File: src/rtl/reg_xfer_fsm.sv
// Register-transfer sequencer: decodes MOV (and SWAP when REG_XFER_SWAP_EN is
// defined) and drives one-hot register read/write selects plus a PC strobe.
//
// state | meaning
// ------+---------------------------------------------------------------
// IDLE  | opcode not handled here, all outputs 0
// FETCH | pc increment, source read select, index validity check
// XFER  | MOV: dst <- src
// SW_T  | SWAP: tmp <- src
// SW_A  | SWAP: src <- dst
// SW_B  | SWAP: dst <- tmp
// DONE  | completion pulse, err when an index was out of range
// HOLD  | parked until opcode changes or a new instruction is loaded
module reg_xfer_fsm #(
  parameter int          NUM_REGS = 6,
  parameter logic [3:0]  MOV_OP   = 4'b0100,
  parameter logic [3:0]  SWAP_OP  = 4'b0101
) (
  input  logic                clk,
  input  logic                rst_n,
  input  logic [15:0]         instruction,
  input  logic                instr_valid,
  output logic [NUM_REGS-1:0] rx_out,
  output logic [NUM_REGS-1:0] rx_in,
  output logic                tmp_out,
  output logic                tmp_in,
  output logic                pc_inc,
  output logic                busy,
  output logic                done,
  output logic                err
);

  typedef enum logic [2:0] {
    IDLE  = 3'd0,
    FETCH = 3'd1,
    XFER  = 3'd2,
    DONE  = 3'd3,
    HOLD  = 3'd4
`ifdef REG_XFER_SWAP_EN
    ,
    SW_T  = 3'd5,
    SW_A  = 3'd6,
    SW_B  = 3'd7
`endif
  } state_t;

  state_t     state;
  logic       err_flag;
  logic [3:0] opcode;
  logic [5:0] dst;
  logic [5:0] src;
  logic       mov_hit;
  logic       swap_hit;
  logic       op_ok;
  logic       idx_ok;

  assign opcode = instruction[15:12];
  assign dst    = instruction[11:6];
  assign src    = instruction[5:0];

  // Index k selects bit NUM_REGS-1-k; out-of-range indices give all zeros.
  function automatic logic [NUM_REGS-1:0] onehot(input logic [5:0] idx);
    logic [NUM_REGS-1:0] v;
    v = '0;
    for (int k = 0; k < NUM_REGS; k++) begin
      if (idx == 6'(k)) v[NUM_REGS-1-k] = 1'b1;
    end
    return v;
  endfunction

  assign mov_hit = (opcode == MOV_OP);
`ifdef REG_XFER_SWAP_EN
  assign swap_hit = (opcode == SWAP_OP);
`else
  logic unused_swap_op;
  assign unused_swap_op = ^SWAP_OP;
  assign swap_hit       = 1'b0;
`endif
  assign op_ok  = mov_hit | swap_hit;
  assign idx_ok = ({26'd0, src} < 32'(NUM_REGS)) && ({26'd0, dst} < 32'(NUM_REGS));

  always_ff @(posedge clk or negedge rst_n) begin
    if (!rst_n) begin
      state    <= IDLE;
      err_flag <= 1'b0;
    end else if (!op_ok) begin
      state    <= IDLE;
    end else if (instr_valid) begin
      state    <= FETCH;
      err_flag <= 1'b0;
    end else begin
      case (state)
        IDLE: begin
          state    <= FETCH;
          err_flag <= 1'b0;
        end
        FETCH: begin
          if (!idx_ok) begin
            state    <= DONE;
            err_flag <= 1'b1;
          end else if (mov_hit) begin
            state <= XFER;
          end else begin
`ifdef REG_XFER_SWAP_EN
            state <= SW_T;
`else
            state <= IDLE;
`endif
          end
        end
        XFER:    state <= DONE;
`ifdef REG_XFER_SWAP_EN
        SW_T:    state <= SW_A;
        SW_A:    state <= SW_B;
        SW_B:    state <= DONE;
`endif
        DONE:    state <= HOLD;
        HOLD:    state <= HOLD;
        default: state <= IDLE;
      endcase
    end
  end

  always_comb begin
    rx_out  = '0;
    rx_in   = '0;
    tmp_out = 1'b0;
    tmp_in  = 1'b0;
    pc_inc  = 1'b0;
    busy    = 1'b0;
    done    = 1'b0;
    err     = 1'b0;
    case (state)
      FETCH: begin
        pc_inc = 1'b1;
        rx_out = onehot(src);
        busy   = 1'b1;
      end
      XFER: begin
        rx_out = onehot(src);
        rx_in  = onehot(dst);
        busy   = 1'b1;
      end
`ifdef REG_XFER_SWAP_EN
      SW_T: begin
        rx_out = onehot(src);
        tmp_in = 1'b1;
        busy   = 1'b1;
      end
      SW_A: begin
        rx_out = onehot(dst);
        rx_in  = onehot(src);
        busy   = 1'b1;
      end
      SW_B: begin
        tmp_out = 1'b1;
        rx_in   = onehot(dst);
        busy    = 1'b1;
      end
`endif
      DONE: begin
        done = 1'b1;
        err  = err_flag;
      end
      default: ;
    endcase
  end

endmodule

File: config.mk
export PLATFORM = sky130hd
export DESIGN_NAME = reg_xfer_fsm
export DESIGN_NICKNAME = d
export VERILOG_FILES = /design/src/rtl/reg_xfer_fsm.sv
export SDC_FILE = /design/constraint.sdc
export NUM_CORES = 1
export LEC_CHECK = 0
export BUFFER_PORTS_ARGS = -buffer_cell sky130_fd_sc_hd__buf_2
export CORE_AREA = 2 2 39 41
export CTS_CLUSTER_DIAMETER = 200
export DETAILED_ROUTE_END_ITERATION = 7
export DIE_AREA = 0 0 41 43
export PLACE_DENSITY = 0.64
export RECOVER_POWER = 25
export SYNTH_ARGS = -nofsm -noshare
export SYNTH_HDL_FRONTEND = slang
export SYNTH_SLANG_ARGS = --single-unit
File: constraint.sdc
create_clock -name clk -period 1.9 [get_ports clk]
set_input_delay 0.19 -clock clk [delete_from_list [all_inputs] [get_ports clk]]
set_output_delay 0.19 -clock clk [all_outputs]
set_load 0.01 [all_outputs]
* Yosys cells after proc, flatten, opt, wreduce, memory -nomap -nowiden *
Cells that the tools add are included.

cells by class
  magnitude comparators = 2
  equality and inequality tests = 16
  mux-type cells = 25
  reduce and logical (&&, ||, !) cells = 8

operator list
  cell                                                                   number
  6-bit by 2-bit equality test with 1-bit output, second input constant  4
  6-bit by 3-bit equality test with 1-bit output, second input constant  4
  1-bit 2-to-1 mux                                                       19
  6-bit by 1-bit equality test with 1-bit output, second input constant  2
  6-bit logical NOT                                                      2
  6-bit by 3-bit < comparator with 1-bit output, second input constant   2
  6-bit 2-to-1 mux                                                       2
  3-bit case mux with 4 select lines                                     1
  3-bit by 2-bit equality test with 1-bit output, second input constant  2
  3-bit 2-to-1 mux                                                       2
  4-bit by 3-bit equality test with 1-bit output, second input constant  1
  2-bit OR reduction                                                     2
  3-bit by 1-bit equality test with 1-bit output, second input constant  1
  3-bit equality test, second input constant                             1
  3-bit logical NOT                                                      1
  3-bit != test, second input constant                                   1
  3-bit AND reduction                                                    1
  3-bit nonzero test                                                     1
  1-bit case mux with 2 select lines                                     1
  1-bit logical AND                                                      1

storage, ports and cells
  bits in registers = 4
  bits of input ports = 19
  logic and storage cells = 53

* Depth between registers and ports, before layout *
  depth in word-level cells = 6
  mapped depth = 4

* Least setup slack after synthesis *
OpenSTA, ideal clock, no wires.

  path kind = reg2out
  from = reg state[0]
  to = out rx_out[1]
  arrival = 1443 ps
  slack = 267 ps
  stages on the path, launching flop included = 5
  path buffers = 1
  cell sequence = dfrtp_1 -> buf_4 -> xnor2_1 -> or4b_1 -> nor3_1

between the ends
  word-level cells in the longest chain between the ends = 3
  elaborated cells between the ends (all ways) = 4

ends and longest elaborated chain
  what                                                                                                              line  source
  start: declaration                                                                                                47    state_t state;
  start signal: assignment                                                                                          84    state <= IDLE;
  start signal: assignment                                                                                          87    state <= IDLE;
  start signal: assignment                                                                                          89    state <= FETCH;
  3-bit by 2-bit equality test with 1-bit output or 3-bit by 1-bit equality test with 1-bit output (tied branches)  133   case (state)
  2-bit OR reduction (no line) *                                                                                    --
  6-bit 2-to-1 mux *                                                                                                --
  end: declaration                                                                                                  23    output logic [NUM_REGS-1:0] rx_out,

Mark *: on every way between the ends. The rest lies on a longest branch, timed or not.

* Worst setup path in the final report *
  from = reg state[1]
  to = out rx_out[3]

Same word-level chain as after synthesis.

==> impl_metrics.py <==
metrics = {
    "pwr": {
        "power.density_nw_per_um2": 369,
        "p_leak_nw": 0.341,
        "irDropWorstVdd_v": 0.000459,
    },
    "routing": {
        "vias": 519,
        "drcViolationCount": 0,
        "first_pass_iters": 4,
        "avgViaCountPerCell": 4.81,
        "route.final.wire_length_um": 1120,
        "final_antenna_net_count": 0,
        "dr.first_iter.drc_count": 5,
        "wl_per_cell_um": 10.3,
    },
    "outcome": {
        "status": "complete, no violations",
    },
    "synth": {
        "synth_warnings": 0,
        "yosysTopAreaCell": "dfrtp_1",
        "netlist_area_sq_um": 408,
        "synthCells": 55,
        "synth_top_cell_area_share": 0.245,
        "syn_area_per_cell_sq_um": 7.42,
        "synth_common_cells": "9 x nor2_1, 8 x nor3_1, 5 x inv_1, 4 x dfrtp_1, 4 x nand2_1",
        "synth_cell_type_count": 23,
        "synth_area_leaders": "dfrtp_1 25%, nor3_1 9.8%, nor2_1 8.3%",
        "ys_ff_latch": 4,
        "synth.most_common_cell": "nor2_1",
        "async_reset_ff_frac": 1.00,
        "ys_seq_area_frac": 0.245,
        "ys.flop_type": "dfrtp_1",
        "synth_edf_count": 0,
    },
    "sta": {
        "max_freq_ghz": 0.542,
        "clock_skew_ps": 1.43,
        "setup_viol": 0,
        "hold_violations": 0,
        "fin_crit_ps": 1840,
        "tns_ps": 0,
        "slew_viol_final": 0,
        "period_share": 0.971,
        "rsz0062_at_grt": "true",
    },
    "cells_and_area": {
        "num-nets-final": 113,
        "final_cells": 108,
        "finalInstanceArea_sq_um": 642,
        "antenna_cells": 0,
        "area_delta_synth_final_pct": 57.4,
        "fin_util": 0.464,
        "drive_gt1_frac": 0.522,
    },
    "setup_path": {
        "required_ps": 1710,
        "crit_family": "simple AND/OR/NAND/NOR gates",
        "cp_cell_sequence": "xnor2_2, or4_4, nor3_1, buf_2",
        "max_stage_delay_ps": 510,
        "critical_path.max_fanout": 5,
        "path_buf_inv": 1,
        "slowest_stage": "or4_4",
        "crit_type": "reg2out",
        "worstSetupStartpointType": "register",
        "worstPathArrival_ps": 1650,
        "crit_path_end_kind": "output pin",
    },
    "global_routing": {
        "grt_pass1_vias": 425,
        "track_usage": 0.128,
        "antenna_found_initial": 0,
        "grt_start_max_net_pins": 11,
        "gr-total-overflow": 0,
        "grt_pass1_wl_um": 1610,
    },
    "die": {
        "die_w_um": 41,
        "die-area_sq_um": 1760,
        "die_h_um": 43,
        "pin_count": 37,
        "core_sq_um": 1380,
        "num_rows": 14,
        "start_util": 0.295,
    },
    "worst_hold_path": {
        "hp-class": "in2reg",
    },
    "clocking": {
        "cts-root-buf": "clkbuf_4",
        "cts_inserted_buffers": 3,
        "worstSkewPairLatency_ps": 220,
        "cts.htree.levels": 1,
        "clkSlewWorstSetupHoldPaths_ps": 40,
        "cts_tree": "yes",
        "clk_path_buf_depth": 2,
        "cts_sinks": 4,
    },
    "place": {
        "place_hpwl_um": 883,
        "gp_congestion": 0.696,
        "io_buffers": 34,
        "place_inst": 103,
        "placed_cell_area_sq_um": 583,
    },
    "flow_run": {
        "max_cap_violations": 0,
    },
}
==> stage by stage <==
step,hold slack [ps],setup slack (ps),total power [mW]
after floorplan,-106,267,0.111
after detailed placement,-3.02,215,0.137
after global placement,-3.15,238,0.136
after global routing,178,-38.9,0.254
final,180,55.3,0.237
after CTS,173,13.6,0.242
==> per-layer routing <==
| metal | vias to the layer above | track usage | wire length, um |
|---|---|---|---|
| li1 | 265 | - | - |
| met1 | 224 | 0.154 | 463 |
| met2 | 30 | 0.222 | 526 |
| met3 | 0 | 0.0157 | 126 |
| met4 | 0 | 0.0400 | 0 |
| met5 | - | 0 | 0 |
==> final timing paths <==
path / end / start / cells past startpoint / slack [ps]
setup reg to reg: err_flag$_DFFE_PN0P_ / state[1]$_DFF_PN0_ / 4 / 590
min in group asynchronous: state[0]$_DFF_PN0_ / rst_n / 2 / 330
setup / recovery: rx_out[3] / state[1]$_DFF_PN0_ / 4 / 60
hold reg to reg: err_flag$_DFFE_PN0P_ / err_flag$_DFFE_PN0P_ / 2 / 550
max in group asynchronous: state[2]$_DFF_PN0_ / rst_n / 2 / 1370
hold / removal: state[2]$_DFF_PN0_ / instr_valid / 2 / 180
==> cells in the final DEF (no fill, tap or decap), types with 2 or more instances in the layout <==
cell,count
conb_1,2
and2_1,2
or4b_1,2
clkbuf_4,3
nand2_1,4
or4_4,2
dfrtp_1,2
a21oi_1,2
o311ai_0,2
nor3_1,6
buf_2,33
nor2_1,9
nor3_2,3
dfrtp_2,2
buf_4,2
inv_1,5
==> where the power goes <==
part | switching, mW | internal, mW
clock network | 0.0278 | 0.0702
registers | 0.00192 | 0.0879
logic | 0.0254 | 0.0235
total | 0.0550 | 0.182
==> area by class of cell <==
| type | instances | area, sq um |
|---|---|---|
| Inverter | 5 | 18.8 |
| Multi-Input combinational cell | 43 | 284 |
| Clock buffer | 3 | 22.5 |
| Fill cell | 148 | 742 |
| Tap cell | 16 | 20.0 |
| Sequential cell | 4 | 103 |
| Timing Repair Buffer | 37 | 194 |
==> sequential cells by signal, summed over array words and instances (netlist names) <==
signal / cells
state: 3
err_flag: 1
==> repair_timing <==
item	CTS	global route
resized for setup	2	3
endpoints found under the hold margin	4	0
endpoints found under the setup margin	1	6
setup buffers	0	1
cloned	0	0
hold buffers	1	0
==> worst register-to-register path: cells and delay by family, from the launching register on <==
family          cells  cell delay, ps
simple gates        1             120
flops               1             430
buf+inv             1             150
compound gates      2             480
==> kinds of logic after synthesis <==
logic type	Yosys count	share of synthesized area
flops	4	0.245
xor+xnor	1	0.0215
buf+inv	9	0.110
simple gates	34	0.506
compound gates	6	0.107
other cells	1	0.00919
No activity file was read; power rests on OpenSTA's default activity.
